File: src/rtl/instr_dcd_pkg.sv
// instr_dcd_pkg: shared types and constants for the SPI register decoder.
// Instruction byte layout and decoder state encoding.
package instr_dcd_pkg;

  typedef enum logic {
    SETUP = 1'b0,
    DATA  = 1'b1
  } state_e;

  localparam int RW_BIT  = 7;
  localparam int INC_BIT = 6;
  localparam int FIELD_W = 6;

endpackage

File: src/rtl/instr_dcd_burst_if.sv
// instr_dcd_burst_if: SPI byte side and register file side of the decoder.
// master = decoder, slave = SPI slave / register file environment.
interface instr_dcd_burst_if #(
  parameter int ADDR_W = 6
);

  logic              byte_sync;
  logic              frame_end;
  logic [7:0]        data_in;
  logic [7:0]        data_out;
  logic              read;
  logic              write;
  logic [ADDR_W-1:0] addr;
  logic [7:0]        data_read;
  logic [7:0]        data_write;
  logic              active;
  logic              err;

  modport master (
    input  byte_sync,
    input  frame_end,
    input  data_in,
    input  data_read,
    output data_out,
    output read,
    output write,
    output addr,
    output data_write,
    output active,
    output err
  );

  modport slave (
    output byte_sync,
    output frame_end,
    output data_in,
    output data_read,
    input  data_out,
    input  read,
    input  write,
    input  addr,
    input  data_write,
    input  active,
    input  err
  );

endinterface

File: src/rtl/instr_dcd_burst_addr_ctr.sv
// burst_addr_ctr: register address with wrap-around increment and
// data byte counter; done flags the last byte a burst may take.
module burst_addr_ctr #(
  parameter int ADDR_W    = 6,
  parameter int MAX_BURST = 16
) (
  input  logic              clk,
  input  logic              rst_n,
  input  logic              load,
  input  logic [ADDR_W-1:0] load_addr,
  input  logic              step,
  input  logic              count,
  output logic [ADDR_W-1:0] addr,
  output logic [ADDR_W-1:0] next_addr,
  output logic              done
);

  localparam int CW = $clog2(MAX_BURST + 1);
  localparam logic [CW-1:0] LAST = CW'(MAX_BURST - 1);

  logic [CW-1:0] cnt;

  assign next_addr = addr + ADDR_W'(1);
  assign done      = (cnt == LAST);

  // Load on an instruction, then step address / count data bytes.
  always_ff @(posedge clk) begin
    if (!rst_n) begin
      addr <= '0;
      cnt  <= '0;
    end else if (load) begin
      addr <= load_addr;
      cnt  <= '0;
    end else begin
      if (step)
        addr <= next_addr;
      if (count)
        cnt <= cnt + CW'(1);
    end
  end

endmodule

File: src/rtl/instr_dcd_burst.sv
// instr_dcd_burst: SPI instruction/data decoder with auto-increment bursts.
// Optional range check compiled in by INSTR_DCD_RANGE_CHECK_EN.
module instr_dcd_burst
  import instr_dcd_pkg::*;
#(
  parameter int ADDR_W    = 6,
  parameter int NUM_REGS  = 64,
  parameter int MAX_BURST = 16
) (
  input logic                clk,
  input logic                rst_n,
  instr_dcd_burst_if.master  bus
);

  state_e            state;
  logic              rw;
  logic              inc;
  logic              pend_inc;
  logic              fld_bad;
  logic              rd;
  logic              wr;
  logic [7:0]        dout;
  logic [7:0]        dwr;
  logic [ADDR_W-1:0] addr;
  logic [ADDR_W-1:0] next_addr;
  logic [ADDR_W-1:0] ins_addr;
  logic              done;
  logic              last;
  logic              take_ins;
  logic              take_dat;
  logic              step;
  logic              ins_hi;
  logic              ins_bad;
  logic              cur_bad;
  logic              nxt_bad;

  assign ins_addr = bus.data_in[ADDR_W-1:0];
  assign take_ins = bus.byte_sync & ~bus.frame_end
                  & (state == SETUP);
  assign take_dat = bus.byte_sync & ~bus.frame_end
                  & (state == DATA);
  assign last     = ~inc | done;
  assign step     = (take_dat & ~rw & ~last)
                  | (pend_inc & ~bus.frame_end);

`ifdef INSTR_DCD_RANGE_CHECK_EN
  logic err_q;

  function automatic logic oor(input logic [ADDR_W-1:0] a);
    return 32'(a) >= 32'(NUM_REGS);
  endfunction

  assign ins_hi  = (bus.data_in[FIELD_W-1:0] >> ADDR_W) != '0;
  assign ins_bad = ins_hi | oor(ins_addr);
  assign cur_bad = fld_bad | oor(addr);
  assign nxt_bad = fld_bad | oor(next_addr);

  // Sticky error: cleared by each instruction, set by any rejected access.
  always_ff @(posedge clk) begin
    if (!rst_n)
      err_q <= 1'b0;
    else if (take_ins)
      err_q <= ~bus.data_in[RW_BIT] & ins_bad;
    else if (take_dat & rw & cur_bad)
      err_q <= 1'b1;
    else if (take_dat & ~rw & ~last & nxt_bad)
      err_q <= 1'b1;
  end

  assign bus.err = err_q;
`else
  assign ins_hi  = 1'b0;
  assign ins_bad = 1'b0;
  assign cur_bad = fld_bad;
  assign nxt_bad = fld_bad;
  assign bus.err = 1'b0;
`endif

  burst_addr_ctr #(
    .ADDR_W    (ADDR_W),
    .MAX_BURST (MAX_BURST)
  ) u_ctr (
    .clk       (clk),
    .rst_n     (rst_n),
    .load      (take_ins),
    .load_addr (ins_addr),
    .step      (step),
    .count     (take_dat),
    .addr      (addr),
    .next_addr (next_addr),
    .done      (done)
  );

  // Decode instruction/data bytes into strobes; frame_end wins.
  always_ff @(posedge clk) begin
    if (!rst_n) begin
      state    <= SETUP;
      rw       <= 1'b0;
      inc      <= 1'b0;
      pend_inc <= 1'b0;
      fld_bad  <= 1'b0;
      rd       <= 1'b0;
      wr       <= 1'b0;
      dout     <= 8'h00;
      dwr      <= 8'h00;
    end else begin
      rd       <= 1'b0;
      wr       <= 1'b0;
      pend_inc <= 1'b0;
      if (rd)
        dout <= bus.data_read;
      if (bus.frame_end) begin
        state <= SETUP;
      end else begin
        unique case (1'b1)
          take_ins: begin
            rw      <= bus.data_in[RW_BIT];
            inc     <= bus.data_in[INC_BIT];
            fld_bad <= ins_hi;
            state   <= DATA;
            if (bus.data_in[RW_BIT])
              dout <= 8'h00;
            else if (ins_bad)
              dout <= 8'h00;
            else
              rd <= 1'b1;
          end
          take_dat: begin
            if (rw) begin
              dwr      <= bus.data_in;
              wr       <= ~cur_bad;
              pend_inc <= ~last;
            end else if (!last) begin
              if (nxt_bad)
                dout <= 8'h00;
              else
                rd <= 1'b1;
            end
            if (last)
              state <= SETUP;
          end
          default: ;
        endcase
      end
    end
  end

  assign bus.data_out   = dout;
  assign bus.read       = rd;
  assign bus.write      = wr;
  assign bus.addr       = addr;
  assign bus.data_write = dwr;
  assign bus.active     = (state == DATA);

endmodule

File: src/flat_wrapper.sv
// flat-port wrapper written by rule: the top's interface ports become plain ports
module instr_dcd_burst_flat import instr_dcd_pkg::*;
#(
  parameter int ADDR_W    = 6,
  parameter int NUM_REGS  = 64,
  parameter int MAX_BURST = 16
)
  (clk, rst_n, bus_byte_sync, bus_frame_end, bus_data_in, bus_data_read, bus_data_out, bus_read, bus_write, bus_addr, bus_data_write, bus_active, bus_err);
  instr_dcd_burst_if #(.ADDR_W(ADDR_W)) bus_i ();
  input logic clk;
  input logic rst_n;
  input wire logic [$bits(bus_i.byte_sync)-1:0] bus_byte_sync;
  input wire logic [$bits(bus_i.frame_end)-1:0] bus_frame_end;
  input wire logic [$bits(bus_i.data_in)-1:0] bus_data_in;
  input wire logic [$bits(bus_i.data_read)-1:0] bus_data_read;
  output wire logic [$bits(bus_i.data_out)-1:0] bus_data_out;
  output wire logic [$bits(bus_i.read)-1:0] bus_read;
  output wire logic [$bits(bus_i.write)-1:0] bus_write;
  output wire logic [$bits(bus_i.addr)-1:0] bus_addr;
  output wire logic [$bits(bus_i.data_write)-1:0] bus_data_write;
  output wire logic [$bits(bus_i.active)-1:0] bus_active;
  output wire logic [$bits(bus_i.err)-1:0] bus_err;
  assign bus_i.byte_sync = bus_byte_sync;
  assign bus_i.frame_end = bus_frame_end;
  assign bus_i.data_in = bus_data_in;
  assign bus_i.data_read = bus_data_read;
  assign bus_data_out = bus_i.data_out;
  assign bus_read = bus_i.read;
  assign bus_write = bus_i.write;
  assign bus_addr = bus_i.addr;
  assign bus_data_write = bus_i.data_write;
  assign bus_active = bus_i.active;
  assign bus_err = bus_i.err;
  instr_dcd_burst #(.ADDR_W(ADDR_W), .NUM_REGS(NUM_REGS), .MAX_BURST(MAX_BURST)) u_core (.clk(clk), .rst_n(rst_n), .bus(bus_i));
endmodule
File: config.mk
export PLATFORM = sky130hd
export DESIGN_NAME = instr_dcd_burst_flat
export DESIGN_NICKNAME = d
export VERILOG_FILES = /design/src/rtl/instr_dcd_pkg.sv /design/src/rtl/instr_dcd_burst_if.sv /design/src/rtl/instr_dcd_burst_addr_ctr.sv /design/src/rtl/instr_dcd_burst.sv /design/src/flat_wrapper.sv
export SDC_FILE = /design/constraint.sdc
export NUM_CORES = 1
export LEC_CHECK = 0
export ABC_AREA = 1
export CAP_MARGIN = 30
export CORE_MARGIN = 2
export CORE_UTILIZATION = 35
export CTS_CLUSTER_DIAMETER = 50
export DETAILED_ROUTE_END_ITERATION = 8
export GPL_ROUTABILITY_DRIVEN = 0
export MAX_ROUTING_LAYER = met4
export PLACE_DENSITY_LB_ADDON = 0.05
export SETUP_SLACK_MARGIN = 0.4
export SYNTH_ARGS = -nofsm -noshare
export SYNTH_HDL_FRONTEND = slang
export SYNTH_SLANG_ARGS = --single-unit
File: constraint.sdc
create_clock -name clk -period 1.78 [get_ports clk]
set_clock_uncertainty 0.1 [all_clocks]
set_input_delay 0.356 -clock clk [delete_from_list [all_inputs] [get_ports clk]]
set_output_delay 0.356 -clock clk [all_outputs]
set_load 0.02 [all_outputs]
== Word level (Yosys, flattened, before mapping) ==
Index checks and enable logic that the tools add are counted.
Widths: inputs -> output; s select.
Word-level totals
  bits in registers: 33
  logic and storage cells: 49
  output and inout bits: 26
  input bits: 20
Operators by class
  add/sub/neg operators: 2
  multiplexer cells: 12
  equal/unequal tests: 2
  bitwise gates (word level): 15
  reduce and logical (&&, ||, !) cells: 8
Operators by type and width (count)
  $mux 8: 4
  $mux 6: 2
  $not 1->1: 7
  $add 6x1->6 const B: 1
  $and 1x1->1: 6
  $add 5x1->5 const B: 1
  $eq 5x4->1 const B: 1
  $mux 1: 4
  $pmux 1 s2: 2
  $reduce_and 2->1: 2
  $reduce_bool 2->1: 2
  $reduce_or 2->1: 2
  $reduce_or 4->1: 1
  $reduce_and 3->1: 1
  $ne 2x1->1 const B: 1
  $or 1x1->1: 2

== Longest topological paths before layout ==
  depth after elaboration: 8
  depth in mapped cells: 11
  mapped depth without buffers: 11

== By module ==
Synthesis repeated with hierarchy kept, for this count alone.
Second synthesis, totals
  cell total of the unflattened synthesis: 199
  area, all modules: 1505.2 um2
Modules (own cells, without submodules)
  instr_dcd_burst: area each 920.9 um2, seq. area each 440.4 um2, instances 1, cells each 119
  burst_addr_ctr: area each 584.3 um2, seq. area each 220.2 um2, instances 1, cells each 80

== Worst setup path before layout ==
Ideal clock, no wire load.
  kind: reg2reg
  start point: register u_core.u_ctr.cnt[0]
  end point: register u_core.u_ctr.addr[3]
  buffers on the path: 0
  clock period less this slack: 1.564 ns
  path slack: 0.216 ns
  required time: 1.568 ns
  cell stages (with the launch flop): 12
  setup time: 0.112 ns
  data arrival time: 1.352 ns
  cell sequence: dfxtp_1 ha_1 inv_1 nor3_1 ha_1 inv_1 nand3_1 nor2_2 nor2_2 nand2_1 nand2_1 nor2_1
On the way
  word-level cells in the longest chain between the ends: 6
Ends and longest elaborated chain
  start, declared: line instr_dcd_burst_addr_ctr.sv:21  | logic [CW-1:0] cnt;
  start signal, assigned: line instr_dcd_burst_addr_ctr.sv:38  | cnt <= cnt + CW'(1);
  $eq 5x4->1: line instr_dcd_burst_addr_ctr.sv:24  | assign done = (cnt == LAST);
  $or 1x1->1: line instr_dcd_burst.sv:42  | assign last = ~inc | done;
  $not 1->1: line instr_dcd_burst.sv:43  | assign step = (take_dat & ~rw & ~last)
  $and 1x1->1: line instr_dcd_burst.sv:43
  $or 1x1->1: line instr_dcd_burst.sv:44  | | (pend_inc & ~bus.frame_end);
  $reduce_bool 2->1 (no source line)
  end signal, assigned: line instr_dcd_burst_addr_ctr.sv:32  | addr <= load_addr;
  end signal, assigned: line instr_dcd_burst_addr_ctr.sv:36  | addr <= next_addr;
  end, declared: line instr_dcd_burst_addr_ctr.sv:13  | output logic [ADDR_W-1:0] addr,
No other way between the ends.
A chain may end at the register's enable or synchronous reset.

== Worst setup path after layout ==
  start point: register u_core.u_ctr.cnt[0]
  end point: register u_core.u_ctr.addr[4]
Same word-level chain as after synthesis.

==> results.cfg <==
[worst_setup_path]
critical-path-slowest-cell = sky130_fd_sc_hd__dfxtp_2
setup.worst_path.start_class = flop
cpPeakStageDelay_ns = 0.35
timing.critical_path.fanout_max = 8
crit_path_end_kind = flop
crit_chain = ha_4, inv_2, nor3_2, ha_2, inv_2, nand3_2, nor2_2, nor2_4, nand2_1, nand2_1, nor2_1
ff_to_ff_path_depth = 11
worst-setup-path-type = flop to flop
worst_ep_required_time_ns = 1.86
worstPathArrival_ns = 1.68
reg2reg_slack_ns = 0.18

[worst_hold_path]
hold_path_depth = 2
hold_path_class = flop to flop

[synth]
netlist_top_cells_area = sky130_fd_sc_hd__dfxtp_1 (45%), sky130_fd_sc_hd__nand2_1 (11%), sky130_fd_sc_hd__nor2_1 (6.6%)
synth.net_count = 216
synth_top_cell_area_share_pct = 44.71
synth.yosys.warnings = 0
synth_seq_area_share_pct = 44.71
synth.cell_area_um2 = 1478
syn-instance-count = 193
avgSynthCellArea_um2 = 7.656
synthDistinctLibCells = 27
yosysTopAreaCell = sky130_fd_sc_hd__dfxtp_1
ys_ff_latch = 33

[layout]
final_net_count = 278
fin_util_pct = 55.16
drive_gt1_share_pct = 33.20
diodes = 0
synthToLayoutAreaGrowth_pct = 50.38
fillerInstances = 381
final_area_um2 = 2222

[detailed_routing]
highest_layer = met4
post_drt_wl_per_cell_um = 11.93
detail_route.wirelength_mm = 3.650
initialDrtViolationCount = 67
detailroute.wirelength.met2_mm = 1.833
routed_via_density = 4.775
number_of_routed_nets_with_antenna_violations = 0
firstDrtPassIters = 4
route.detailed.drc = 0
detailroute.via_count = 1461
dr_wl_met3_um = 180
wl_met1_mm = 1.567

[sta]
max_clock_freq_mhz = 626.2
timing.final.crit_share_pct = 89.72
finalHoldViolCount = 0
setup_violations = 0
report.final.slew_viol_count = 0
setup_tns_ns = 0
hold_slack_ns = 0.3650
grt_setup_unrepaired = true
timing.final.ws_setup_ns = 0.1830
final_period_minus_worst_setup_slack_ns = 1.597

[clock_network]
clock_sinks = 33
clockBufferDepth = 2
cts.root.buffer_cell = sky130_fd_sc_hd__clkbuf_8
cts-buffers-inserted = 5
clock_tree_from_tritoncts = yes
ctsHtreeMaxLevel = 2
hold_buffers = 0
clk_latency_ns = 0.28
path_clk_slew_ns = 0.07

[placement]
place_worst_setup_slack_ns = 0.02199
dpl_cell_area_um2 = 2062
place_hpwl_mm = 2.755
port_buffers = 44

[floorplanning]
dieWidth_um = 68.98
initial_core_utilization_pct = 36.68
num_io_pins = 46
floorplan.rows = 23
floorplan_die_area_um2 = 4758
floorplan.core_area_um2 = 4029
die_h_um = 68.98

[global_route]
vias_in_the_first_global_route = 1395
grt_antenna_before_repair = 0
globalRouteOverflowTotal = 0
grt_start_max_net_pins = 12
grt_first_pass_wirelength_mm = 5.830
gr-usage-all-layers_pct = 17.21

[power_and_ir_drop]
power_per_cell_area_nw_per_um2 = 778.1
power.ir.vdd_worst_uv = 402.8
leakagePower_nw = 0.9263

[run_status]
outcome = completed

[flow_run]
number_of_max_cap_violations = 0
final timing paths:
kind                       startpoint                  endpoint
min reg2reg  u_core.bus.data_write[7]  u_core.bus.data_write[7]
max               u_core.u_ctr.cnt[0]      u_core.u_ctr.addr[4]
max reg2reg       u_core.u_ctr.cnt[0]      u_core.u_ctr.addr[4]
min          u_core.bus.data_write[7]  u_core.bus.data_write[7]
kinds of logic (layout without fill, tap and decap cells):
group                    Yosys count  count (layout)  share of synthesized area [%]
adder cells (fa/ha/maj)            3               3                          2.540
multiplexers                       8               8                          5.419
XOR/XNOR                           1               1                         0.5928
flip-flops                        33              33                          44.71
buffers and inverters             23              86                          8.298
AO/OA/AOI/OAI                     24              24                          8.467
AND/OR/NAND/NOR                  100             100                          29.72
other                              1               1                         0.2538
critical path, delay by kind of cell (launching register included):
family	cells	cell delay (ns)
adders and majority gates	2	0.34
buffers and inverters	2	0.08
DFF	1	0.35
and+or+nand+nor	7	0.62
registers in the layout, summed over array words and instances, names as in the netlist:
register,flops
u_core.bus.data_out,8
u_core.bus.write,1
u_core.pend_inc,1
u_core.u_ctr.cnt,5
u_core.bus.data_write,8
u_core.bus.active,1
u_core.inc,1
u_core.bus.read,1
u_core.u_ctr.addr,6
u_core.rw,1
where the power goes:
part | total [mW] | leakage (nW) | internal (mW) | switching [mW]
clock network | 0.715 | 0.0585 | 0.456 | 0.259
logic | 0.232 | 0.597 | 0.110 | 0.122
registers | 0.782 | 0.271 | 0.761 | 0.0205
total | 1.73 | 0.926 | 1.33 | 0.402
layer usage:
metal  GRT usage [%]  vias up
met5               -        -
met4           7.108        0
met3           5.682        7
met2           28.73       31
met1           18.84      674
li1                -      749
cell usage after synthesis, drive strengths merged:
library cell / instances
a211oi: 2
a21oi: 16
buf: 4
clkbuf: 2
clkinv: 1
conb: 1
dfxtp: 33
ha: 3
inv: 16
mux2i: 8
nand2: 47
nand3: 19
nand4: 2
nor2: 29
nor3: 2
o21ai: 6
or2: 1
xor2: 1
through the flow:
stage,power (mW),std cells
global route,1.818,306
floorplan,0.9106,193
finish,1.729,306
CTS,1.754,305
detailed placement,1.023,291
global placement,1.018,291
layout make-up:
type / instances / area, um^2 / share of cell area (%)
inverters: 17 / 71.32 / 3.209
clock inverters: 1 / 30.03 / 1.351
clock buffers: 7 / 86.33 / 3.885
flip-flops and latches: 33 / 669.4 / 30.12
multi-input cells: 137 / 779.5 / 35.08
well taps: 50 / 62.56 / 2.815
repair buffers: 61 / 523.0 / 23.54
cell usage in the layout, fill, tap and decap left out, types with 2 or more instances in the layout:
| cell | Yosys | layout |
|---|---|---|
| sky130_fd_sc_hd__nor2_2 | 2 | 3 |
| sky130_fd_sc_hd__nand4_1 | 2 | 2 |
| sky130_fd_sc_hd__nor2_4 | 1 | 2 |
| sky130_fd_sc_hd__nand3_1 | 17 | 16 |
| sky130_fd_sc_hd__inv_1 | 13 | 10 |
| sky130_fd_sc_hd__a21oi_2 | 0 | 2 |
| sky130_fd_sc_hd__buf_12 | 0 | 2 |
| sky130_fd_sc_hd__dfxtp_1 | 33 | 26 |
| sky130_fd_sc_hd__a21oi_1 | 16 | 14 |
| sky130_fd_sc_hd__nand2_4 | 0 | 2 |
| sky130_fd_sc_hd__nor3_2 | 0 | 2 |
| sky130_fd_sc_hd__buf_2 | 0 | 8 |
| sky130_fd_sc_hd__buf_4 | 1 | 14 |
| sky130_fd_sc_hd__nand3_4 | 0 | 2 |
| sky130_fd_sc_hd__o21ai_0 | 5 | 4 |
| sky130_fd_sc_hd__clkdlybuf4s50_1 | 0 | 17 |
| sky130_fd_sc_hd__inv_2 | 3 | 5 |
| sky130_fd_sc_hd__o21ai_1 | 1 | 2 |
| sky130_fd_sc_hd__nor2_1 | 26 | 24 |
| sky130_fd_sc_hd__nand2_1 | 44 | 41 |
| sky130_fd_sc_hd__clkbuf_8 | 0 | 6 |
| sky130_fd_sc_hd__mux2i_1 | 8 | 8 |
| sky130_fd_sc_hd__clkdlybuf4s15_2 | 0 | 8 |
| sky130_fd_sc_hd__dfxtp_2 | 0 | 7 |
| sky130_fd_sc_hd__clkbuf_2 | 1 | 9 |
| sky130_fd_sc_hd__nand2_2 | 3 | 4 |
what timing repair did:
action | CTS | global route
setup buffers | 6 | 1
pin swaps | 9 | 14
gates resized for setup | 83 | 22
endpoints found under the setup margin | 49 | 38
cloned | 0 | 0
hold endpoints to repair | 0 | 0
No activity file was read; power rests on OpenSTA's default activity.
